[src/rtl/branch_resolve_updater.sv]
// Branch resolve/update unit: queues IF-stage predictions, checks them against EX outcomes,
// and drives the predictor buffer write port. Optional BRU_STATS_EN adds branch/mispredict counters.
module branch_resolve_updater #(
    parameter int DEPTH = 4,
    parameter int PC_W  = 32
) (
    input  logic            clk,
    input  logic            rst_n,
    input  logic            pred_valid,
    input  logic [PC_W-1:0] pred_pc,
    input  logic            pred_taken,
    input  logic [PC_W-1:0] pred_target,
    input  logic [1:0]      pred_state,
    input  logic            res_valid,
    input  logic            res_taken,
    input  logic [PC_W-1:0] res_target,
    output logic            update,
    output logic [PC_W-1:0] upd_pc,
    output logic [PC_W-1:0] upd_target,
    output logic [1:0]      upd_state,
    output logic            mispredict,
    output logic [PC_W-1:0] redirect_pc,
    output logic            q_full,
`ifdef BRU_STATS_EN
    output logic            q_empty,
    output logic [31:0]     br_count,
    output logic [31:0]     mp_count
`else
    output logic            q_empty
`endif
);

    localparam int AW = $clog2(DEPTH);
    localparam logic [AW:0] PTR_ONE = 1;

    logic [PC_W-1:0] r_pc    [DEPTH];
    logic [PC_W-1:0] r_tgt   [DEPTH];
    logic            r_taken [DEPTH];
    logic [1:0]      r_state [DEPTH];
    logic [AW:0]     r_wr;
    logic [AW:0]     r_rd;

    logic            w_full;
    logic            w_empty;
    logic            w_pop;
    logic            w_push;
    logic            w_mp;
    logic [PC_W-1:0] w_head_pc;
    logic [PC_W-1:0] w_head_tgt;
    logic            w_head_taken;
    logic [1:0]      w_head_state;
    logic [1:0]      w_new_state;
    logic [PC_W-1:0] w_upd_target;
    logic [PC_W-1:0] w_redirect;

    assign w_empty = (r_wr == r_rd);
    assign w_full  = (r_wr[AW] != r_rd[AW]) && (r_wr[AW-1:0] == r_rd[AW-1:0]);
    assign q_full  = w_full;
    assign q_empty = w_empty;

    always_comb begin
        w_head_pc    = r_pc[r_rd[AW-1:0]];
        w_head_tgt   = r_tgt[r_rd[AW-1:0]];
        w_head_taken = r_taken[r_rd[AW-1:0]];
        w_head_state = r_state[r_rd[AW-1:0]];
        w_pop        = res_valid && !w_empty;
        w_mp         = (w_head_taken != res_taken) ||
                       (res_taken && w_head_taken && (w_head_tgt != res_target));
        w_new_state  = w_head_state;
        if (res_taken) begin
            if (w_head_state != 2'b11) w_new_state = w_head_state + 2'b01;
        end else begin
            if (w_head_state != 2'b00) w_new_state = w_head_state - 2'b01;
        end
        w_upd_target = res_taken ? res_target : w_head_tgt;
        w_redirect   = res_taken ? res_target : (w_head_pc + PC_W'(4));
        // Wrong-path pushes: during the registered flush pulse and on the flushing pop edge
        w_push       = pred_valid && (!w_full || res_valid) && !mispredict && !(w_pop && w_mp);
    end

    always_ff @(posedge clk) begin
        if (w_push) begin
            r_pc[r_wr[AW-1:0]]    <= pred_pc;
            r_tgt[r_wr[AW-1:0]]   <= pred_target;
            r_taken[r_wr[AW-1:0]] <= pred_taken;
            r_state[r_wr[AW-1:0]] <= pred_state;
        end
    end

    always_ff @(posedge clk) begin
        if (!rst_n) begin
            r_wr <= '0;
            r_rd <= '0;
        end else if (w_pop && w_mp) begin
            r_rd <= r_rd + PTR_ONE;
            r_wr <= r_rd + PTR_ONE;
        end else begin
            if (w_pop)  r_rd <= r_rd + PTR_ONE;
            if (w_push) r_wr <= r_wr + PTR_ONE;
        end
    end

    always_ff @(posedge clk) begin
        if (!rst_n) begin
            update      <= 1'b0;
            mispredict  <= 1'b0;
            upd_pc      <= '0;
            upd_target  <= '0;
            upd_state   <= '0;
            redirect_pc <= '0;
        end else begin
            update     <= w_pop;
            mispredict <= w_pop && w_mp;
            if (w_pop) begin
                upd_pc      <= w_head_pc;
                upd_target  <= w_upd_target;
                upd_state   <= w_new_state;
                redirect_pc <= w_redirect;
            end
        end
    end

`ifdef BRU_STATS_EN
    always_ff @(posedge clk) begin
        if (!rst_n) begin
            br_count <= '0;
            mp_count <= '0;
        end else begin
            if (w_pop)         br_count <= br_count + 32'd1;
            if (w_pop && w_mp) mp_count <= mp_count + 32'd1;
        end
    end
`endif

endmodule

[config.mk]
export PLATFORM = sky130hd
export DESIGN_NAME = branch_resolve_updater
export DESIGN_NICKNAME = d
export VERILOG_FILES = /design/src/rtl/branch_resolve_updater.sv
export SDC_FILE = /design/constraint.sdc
export NUM_CORES = 1
export LEC_CHECK = 0
export ABC_AREA = 0
export BUFFER_PORTS_ARGS = -buffer_cell sky130_fd_sc_hd__buf_2
export CORE_ASPECT_RATIO = 0.75
export CORE_MARGIN = 1.5
export CORE_UTILIZATION = 49
export CTS_BUF_LIST = sky130_fd_sc_hd__clkbuf_4 sky130_fd_sc_hd__clkbuf_8 sky130_fd_sc_hd__clkbuf_16
export DETAILED_ROUTE_END_ITERATION = 16
export PLACE_DENSITY = 0.77
export SETUP_SLACK_MARGIN = 0.1
export SLEW_MARGIN = 10
export SYNTH_ARGS = -nofsm -noshare
export SYNTH_HDL_FRONTEND = slang
export SYNTH_SLANG_ARGS = --single-unit
[constraint.sdc]
create_clock -name clk -period 10.7 [get_ports clk]
set_input_delay 1.605 -clock clk [delete_from_list [all_inputs] [get_ports clk]]
set_output_delay 1.605 -clock clk [all_outputs]
set_load 0.03 [all_outputs]
; ---- Word level (Yosys, flattened, before mapping)
; Memory sizes are Yosys's and may differ from the RTL's. A register that Yosys moved wholly into a read port is not among the register bits.
; Cells that the tools add are included.
[totals]
word_cells = 59
ramBits = 268
inputBits = 104
output_inout_bits = 102
n_memories = 4
reg_bits = 106
[mem_list]
columns = name, depth, width, read_ports, rd_ports_with_merged_regs, write_ports, line_no
row1 = r_pc, 4, 32, 1, 1, 1, 36  ; logic [PC_W-1:0] r_pc [DEPTH];
row2 = r_tgt, 4, 32, 1, 1, 1, 37  ; logic [PC_W-1:0] r_tgt [DEPTH];
row3 = r_state, 4, 2, 1, 1, 1, 39  ; logic [1:0] r_state [DEPTH];
row4 = r_taken, 4, 1, 1, 1, 1, 38  ; logic r_taken [DEPTH];
[classes]
n_eq_ne = 6
n_reduce_logical = 17
muxes = 19
add_sub_neg = 5
[ops]
columns = cell, n
row1 = $mux W32, 2
row2 = $add A32 B3 Y32 const B, 1
row3 = $ne A32 B32 Y1, 1
row4 = $mux W2, 11
row5 = $mux W3, 4
row6 = $logic_and A1 B1 Y1, 8
row7 = $add A3 B1 Y3 const B, 2
row8 = $reduce_bool A2 Y1, 3
row9 = $logic_not A1 Y1, 4
row10 = $eq A3 B3 Y1, 1
row11 = $add A2 B1 Y2 const B, 1
row12 = $eq A2 B2 Y1, 1
row13 = $logic_or A1 B1 Y1, 2
row14 = $mux W1, 2
row15 = $ne A1 B1 Y1, 2
row16 = $ne A2 B2 Y1 const B, 1
row17 = $sub A2 B1 Y2 const B, 1

; ---- Longest topological paths before layout
; Gate-level depths: netlist (run 1).
[logic_depth]
ltp_word = 9
mapped_depth = 12
mapped_depth_nobuf = 8

; ---- Least setup slack after synthesis (run 1)
; OpenSTA, ideal clock, no wires.
[synth_timing]
path_type = input-to-reg
start = input port res_taken
end = memory r_pc[0][0], enable pin
path_stages = 7
t_arrival_ns = 7.972
n_path_buf = 0
setup_slack_ns = 2.139
cell_sequence = ha_1 -> or3b_2 -> mux2i_1 -> o2111ai_1 -> nor4_4 -> a21oi_2 -> nor3b_1
[synth_between]
elab_chain_cells = 8
elab_cells_between_ends = 9
classes_between = eq/ne: 1 / mux: 2 / reduce/logical: 6
[synth_rtl]
columns = element, line_no
row1 = from (decl), 15  ; input logic res_taken,
row2 = $logic_and A1 B1 Y1 (2 in a row), 68  ; (res_taken && w_head_taken && (w_head_tgt != res_target));
row3 = $logic_or A1 B1 Y1 (*), 67  ; w_mp = (w_head_taken != res_taken) ||
row4 = $logic_and A1 B1 Y1 (*), 78  ; w_push = pred_valid && (!w_full || res_valid) && !mispredict && !(w_pop && w_mp);
row5 = $logic_not A1 Y1 (*), 78
row6 = $logic_and A1 B1 Y1 (*), 78
row7 = $mux W1 (*), 82  ; if (w_push) begin
row8 = $mux W1 (not written as such) (*), 83  ; r_pc[r_wr[AW-1:0]] <= pred_pc;
row9 = to (decl), 36
; Every way passes the cells marked *; elsewhere a longest branch is shown, timed or not.

==> results of run 1 <==
==> power by group <==
group | leakage (nW) | switching, W | internal (W)
Sequential | 3.34 | 0.000189 | 0.00196
Combinational | 2.36 | 0.00133 | 0.000656
Clock | 0.603 | 0.000524 | 0.000749
Total | 6.29 | 0.00204 | 0.00337
==> area by class of cell <==
class	instances	area (sq um)	share of cell area [%]
multi-input combinational	587	4510	25.6
timing repair buffer	219	1130	6.42
clock inverter	13	116	0.661
sequential	376	10200	58.0
tap	399	499	2.84
clock buffer	50	1070	6.10
inverter	13	48.8	0.277
antenna	7	17.5	0.0995
==> final timing paths <==
kind	cells past startpoint	startpoint	to	slack, ps
worst max register to register	10	register	r_tgt[3][14]	5310
worst min register to register	2	upd_pc[19]	upd_pc[19]	450
worst min-delay path	2	upd_pc[19]	upd_pc[19]	450
worst max-delay path	10	register	r_tgt[3][14]	5310
==> registers in the layout, summed over array words and instances, names as in the netlist, named ones only <==
name / cells
redirect_pc: 32
upd_state: 2
r_state: 8
upd_target: 32
r_taken: 4
upd_pc: 32
r_pc: 128
update: 1
r_wr: 3
mispredict: 1
r_rd: 3
r_tgt: 128
==> logic make-up after synthesis <==
logic type	Yosys count	synth area share (%)
DFF	376	68.0
and+or+nand+nor	230	7.22
AOI/OAI and AO/OA	215	7.81
buffers and inverters	74	2.45
muxes	72	10.3
xor gates and xnor gates	63	3.67
adders and majority gates	7	0.583
==> per-layer routing <==
layer,up-vias,GRT usage [%]
met5,-,0
met4,4,7.68
met3,81,6.32
met2,502,39.5
met1,4862,34.6
li1,4319,-
==> placed cells by master, fill, tap and decap left out, drive strengths merged, types with 16 or more instances in the layout <==
master / count
edfxtp: 268
buf: 219
nand2: 146
a21oi: 109
dfxtp: 108
o21ai: 73
mux4: 66
clkbuf: 50
xnor2: 38
xor2: 25
nand3: 19
nand4: 16
nor2: 16
==> worst register-to-register path: cells and delay by family (launching register included) <==
kind	cells	cell delay, ps
buffers and inverters	2	1280
DFF	1	860
adders and majority gates	1	340
and+or+nand+nor	3	1450
AOI/OAI and AO/OA	2	410
muxes	2	610
==> metrics by stage <==
step | utilization [%] | instances | total power (W) | worst slack, ps
after floorplan | - | 1037 | 0.00357 | 2140
after global placement | 54.4 | 1594 | 0.00410 | 5150
after detailed placement | 54.4 | 1594 | 0.00415 | 5090
after CTS | 58.3 | 1657 | 0.00543 | 5290
after global routing | 58.4 | 1657 | 0.00566 | 5110
final | 58.4 | 1664 | 0.00541 | 5310
==> flow_summary_export.csv, run 1 <==
group,metric,value,unit
status,status,"finished, final reports clean",
finish,final_area,17600,sq um
synthesis,ys_top_cells_by_area,"edfxtp_1, dfxtp_1, mux4_2, nand2_1, a21oi_1",
sta,rsz0062_at_grt,"false",
critical_path,cp_max_fo,44,
floorplanning,rows,55,
floorplanning,pin_count,206,
placed_design,gp_routability_congestion,0.840,
route,vias_per_cell,5.87,
route,drt-met1-wl,16000,um
floorplanning,die_w,205,um
sta,holdWs,450,ps
critical_path,worst-path-buf-inv,2,
critical_path,cp-start-kind,"register",
clock_network,htreeDepth,2,
sta,fin_skew,24.6,ps
synthesis,yosysTopAreaCellShare,53.6,%
critical_path,required,10850,ps
global_routing,grt_pass1_wl,59000,um
finish,fillers,2351,
clock_network,cts_resized,0,
route,wirelength,39400,um
route,drc,0,
synthesis,syn_area_per_cell,14.5,sq um
clock_network,cts_root_buffer,"clkbuf_16",
placed_design,hpwl,26000,um
route,wl_per_cell,23.7,um
route,antenna_left,0,
sta,totalNegativeSetupSlack,0,ps
sta,slew_violations,0,
global_routing,grt.overflow.total,0,
floorplanning,die_area,31700,sq um
finish,num-nets-final,1343,
sta,worstMarginPinSlew,1130,ps
synthesis,yosys-top-cells-count,"edfxtp_1, nand2_1, a21oi_1, dfxtp_1, o21ai_0",
synthesis,async_flop_share,0,%
synthesis,synth_nets,1148,
route,dr_wl_met2,18500,um
global_routing,grt_pass1_vias,9698,
synthesis,yosysWarningCount,0,
clock_network,clkSlewWorstSetupHoldPaths,60,ps
clock_network,hold_buffers,0,
finish,area_growth,17.2,%
critical_path,crit_arrival,5540,ps
sta,setup_violations,0,
clock_network,clkSinkCount,376,
sta,max_freq,0.185,GHz
clock_network,cts_buffer_depth,3,
synthesis,synth_top_cell_by_area,"edfxtp_1",
global_routing,antenna_found_initial,11,
synthesis,seq_area_frac_synth,68.0,%
critical_path,cpLargestDelayFamily,"simple AND/OR/NAND/NOR gates",
synthesis,ys_ff_latch,376,
synthesis,netlist_instances,1037,
critical_path,slowest_stage,"dfxtp_2",
run,maxCapViolCount,0,
synthesis,syn-cell-area,15000,sq um
power_and_ir_drop,p_leak,6.29,nW
route,drtPass1Iterations,5,
synthesis,synth_edf_count,268,
critical_path,crit_chain,"buf_4 > mux4_2 > ha_1 > or3b_2 > mux2i_1 > o2111ai_1 > nor4_4 > a21oi_2 > nor2_4 > buf_4",
floorplanning,core,30100,sq um
clock_network,cts_buffers,35,
placed_design,placed_area,16400,sq um
global_routing,grt_max_degree,91,
route,top_layer,"met5",
synthesis,synth_top_flop_cell,"edfxtp_1",
global_routing,globalRouteTotalUtil,25.1,%
clock_network,cts_post_setup_buffers_inserted,0,
sta,final.min_clock_period,5390,ps
sta,fin_crit_sh,50.4,%
clock_network,worstSkewPairLatency,530,ps
critical_path,critical_path_class,"reg2reg",
floorplanning,start_util,49.8,%
route,routed-wl-met3,3820,um
power_and_ir_drop,ir_drop,0.000252,V
synthesis,synth.most_common_cell,"edfxtp_1",
min_path,hold_path_class,"reg2reg",
clock_network,cts_tree,"built",
floorplanning,die_y,155,um
route,drt_iter0_markers,941,
placed_design,port_buffers,205,
critical_path,crit_path_end_kind,"register",
sta,hold_violations,0,
sta,worst_slew_margin_rel,24.8,%
critical_path,max_stage_delay,860,ps
power_and_ir_drop,p_per_area,307,nW/um^2
route,vias,9768,
finish,final_layout_size_suffix_gt1_share,29.2,%
synthesis,yosysUniqueCellTypes,55,
critical_path,timing.critical_path.mode_cell,"buf_4",
No activity file was read; power rests on OpenSTA's default activity.
==> inputs of run 2 (changes only) <==
Clock period 10.7 ns to 5.4 ns, I/O delays scaled along.
==> flow_summary_export.csv, run 2 (synthesized netlist as in run 1, its figures left out) <==
group,metric,value,unit
critical_path,worst-path-buf-inv,1,
clock_network,hold_buffers,0,
route,wirelength,40400,um
sta,setup_violations,0,
clock_network,clkSinkCount,376,
route,drc,0,
sta,fin_crit_sh,76.2,%
critical_path,cpLargestDelayFamily,"simple AND/OR/NAND/NOR gates",
sta,final.min_clock_period,4120,ps
placed_design,port_buffers,205,
clock_network,cts_tree,"built",
floorplanning,start_util,49.8,%
global_routing,grt_pass1_wl,60000,um
critical_path,crit_arrival,4260,ps
route,wl_per_cell,24.3,um
critical_path,reg2reg_slack,1280,ps
global_routing,grt_max_degree,87,
placed_design,pre_cts_ws,1250,ps
clock_network,cts_resized,0,
sta,rsz0062_at_grt,"false",
critical_path,cp_max_fo,52,
floorplanning,core,30100,sq um
power_and_ir_drop,switching_share,37.6,%
critical_path,crit_chain,"mux4_2 > ha_1 > or3b_2 > mux2i_1 > o2111ai_1 > nor4_4 > a21oi_2 > nor3b_4 > buf_4",
sta,worstMarginPinSlew,1160,ps
floorplanning,die_area,31700,sq um
clock_network,worstSkewPairLatency,530,ps
power_and_ir_drop,design_power_total,0.0108,W
clock_network,cts_buffers,36,
finish,multi_input_area,4520,sq um
critical_path,slowest_stage,"buf_4",
power_and_ir_drop,seq_power_share,38.5,%
clock_network,htreeDepth,2,
min_path,min_path_cells,2,
sta,slew_violations,0,
clock_network,cts_root_buffer,"clkbuf_16",
sta,worst_slew_margin_rel,22.3,%
critical_path,cp-start-kind,"register",
route,drt_iter0_markers,1010,
placed_design,gp_routability_congestion,0.828,
sta,max_freq,0.243,GHz
critical_path,max_stage_delay,670,ps
sta,hold_violations,0,
critical_path,r2r_cells,9,
route,drtPass1Iterations,6,
critical_path,crit_path_end_kind,"register",
finish,area_growth,17.7,%
finish,final_layout_size_suffix_gt1_share,28.9,%
floorplanning,rows,55,
critical_path,critical_path_class,"reg2reg",
power_and_ir_drop,ir_drop,0.000379,V
finish,regArea,10200,sq um
global_routing,antenna_found_initial,7,
critical_path,reg2reg_to,"r_pc[1][26]",
min_path,hold_path_class,"reg2reg",
sta,fin_skew,17.6,ps
min_path,hold_start,"upd_pc[20]",
sta,setup_ws,1280,ps
floorplanning,die_w,205,um
route,vias,9899,
finish,final_cell_mix,"edfxtp_1, buf_2, nand2_1, a21oi_1, dfxtp_1",
finish,layout_commonest_cell,"edfxtp_1",
route,antenna_left,0,
critical_path,required,5550,ps
power_and_ir_drop,p_clk_share,24.2,%
route,vias_per_cell,5.96,
global_routing,grt_pass1_vias,9679,
clock_network,clkSlewWorstSetupHoldPaths,70,ps
power_and_ir_drop,p_per_area,613,nW/um^2
power_and_ir_drop,internal_power,0.00677,W
power_and_ir_drop,p_sw,0.00407,W
placed_design,hpwl,26700,um
clock_network,cts_post_setup_buffers_inserted,0,
power_and_ir_drop,power_frac_comb,37.3,%
floorplanning,pin_count,206,
finish,fillers,2326,
min_path,min_to,"upd_pc[20]",
global_routing,globalRouteTotalUtil,25.8,%
clock_network,cts_buffer_depth,3,
global_routing,grt.overflow.total,0,
finish,num-nets-final,1343,
power_and_ir_drop,p_leak,6.30,nW
status,status,"finished, final reports clean",
floorplanning,die_y,155,um
run,maxCapViolCount,0,
-- run 2: metal layers --
metal  share of wire, %  up-vias  track usage, %
li1                   -     4298               -
met1                 40     4936            36.3
met2                 46      570            38.7
met3                 11       87            6.74
met4                3.4        8            9.63
met5               0.11        -               0
-- run 2: final cells by class --
class | count | area share (%)
well taps | 399 | 2.82
repair buffers | 218 | 6.57
inverters | 13 | 0.276
flip-flops and latches | 376 | 57.8
clock inverters | 20 | 1.32
diodes | 3 | 0.0425
multi-input cells | 587 | 25.5
clock buffers | 44 | 5.64
-- run 2: worst min-delay path, stage by stage (launching register included) --
cell,delay [ps]
dfxtp_1,310
nand2_1,50
a21oi_1,50
-- run 2: power groups by stage --
stage / Sequential (W) / Clock [W] / Combinational (W)
2_1_floorplan: 0.00476 / 0 / 0.00229
3_3_place_gp: 0.00420 / 0 / 0.00394
3_5_place_dp: 0.00423 / 0 / 0.00401
4_1_cts: 0.00418 / 0.00265 / 0.00404
5_1_grt: 0.00424 / 0.00277 / 0.00433
6_report: 0.00418 / 0.00263 / 0.00404
-- run 2: worst max-delay path by stage --
stage                   end  cells after the start  slack [ps]      start
2_1_floorplan    r_pc[0][0]                     12        -720   register
3_3_place_gp     r_pc[1][1]                      9        1370  res_taken
3_5_place_dp    r_pc[3][24]                      9        1250  res_taken
4_1_cts         r_pc[3][22]                      9        1310   register
5_1_grt        r_tgt[3][23]                      8        1070   register
6_report        r_pc[1][26]                      9        1280   register
-- run 2: metrics by stage --
stage               utilization, %  hold WS, ps  instances  setup TNS, ps  cell area, sq um
CTS                           58.6          454       1657              0             17700
global route                  58.6          473       1658              0             17700
detailed placement            54.5          445       1593              0             16400
finish                        58.7          452       1660              0             17700
floorplan                        -          479       1037        -145460             15000
global placement              54.5          440       1593              0             16400
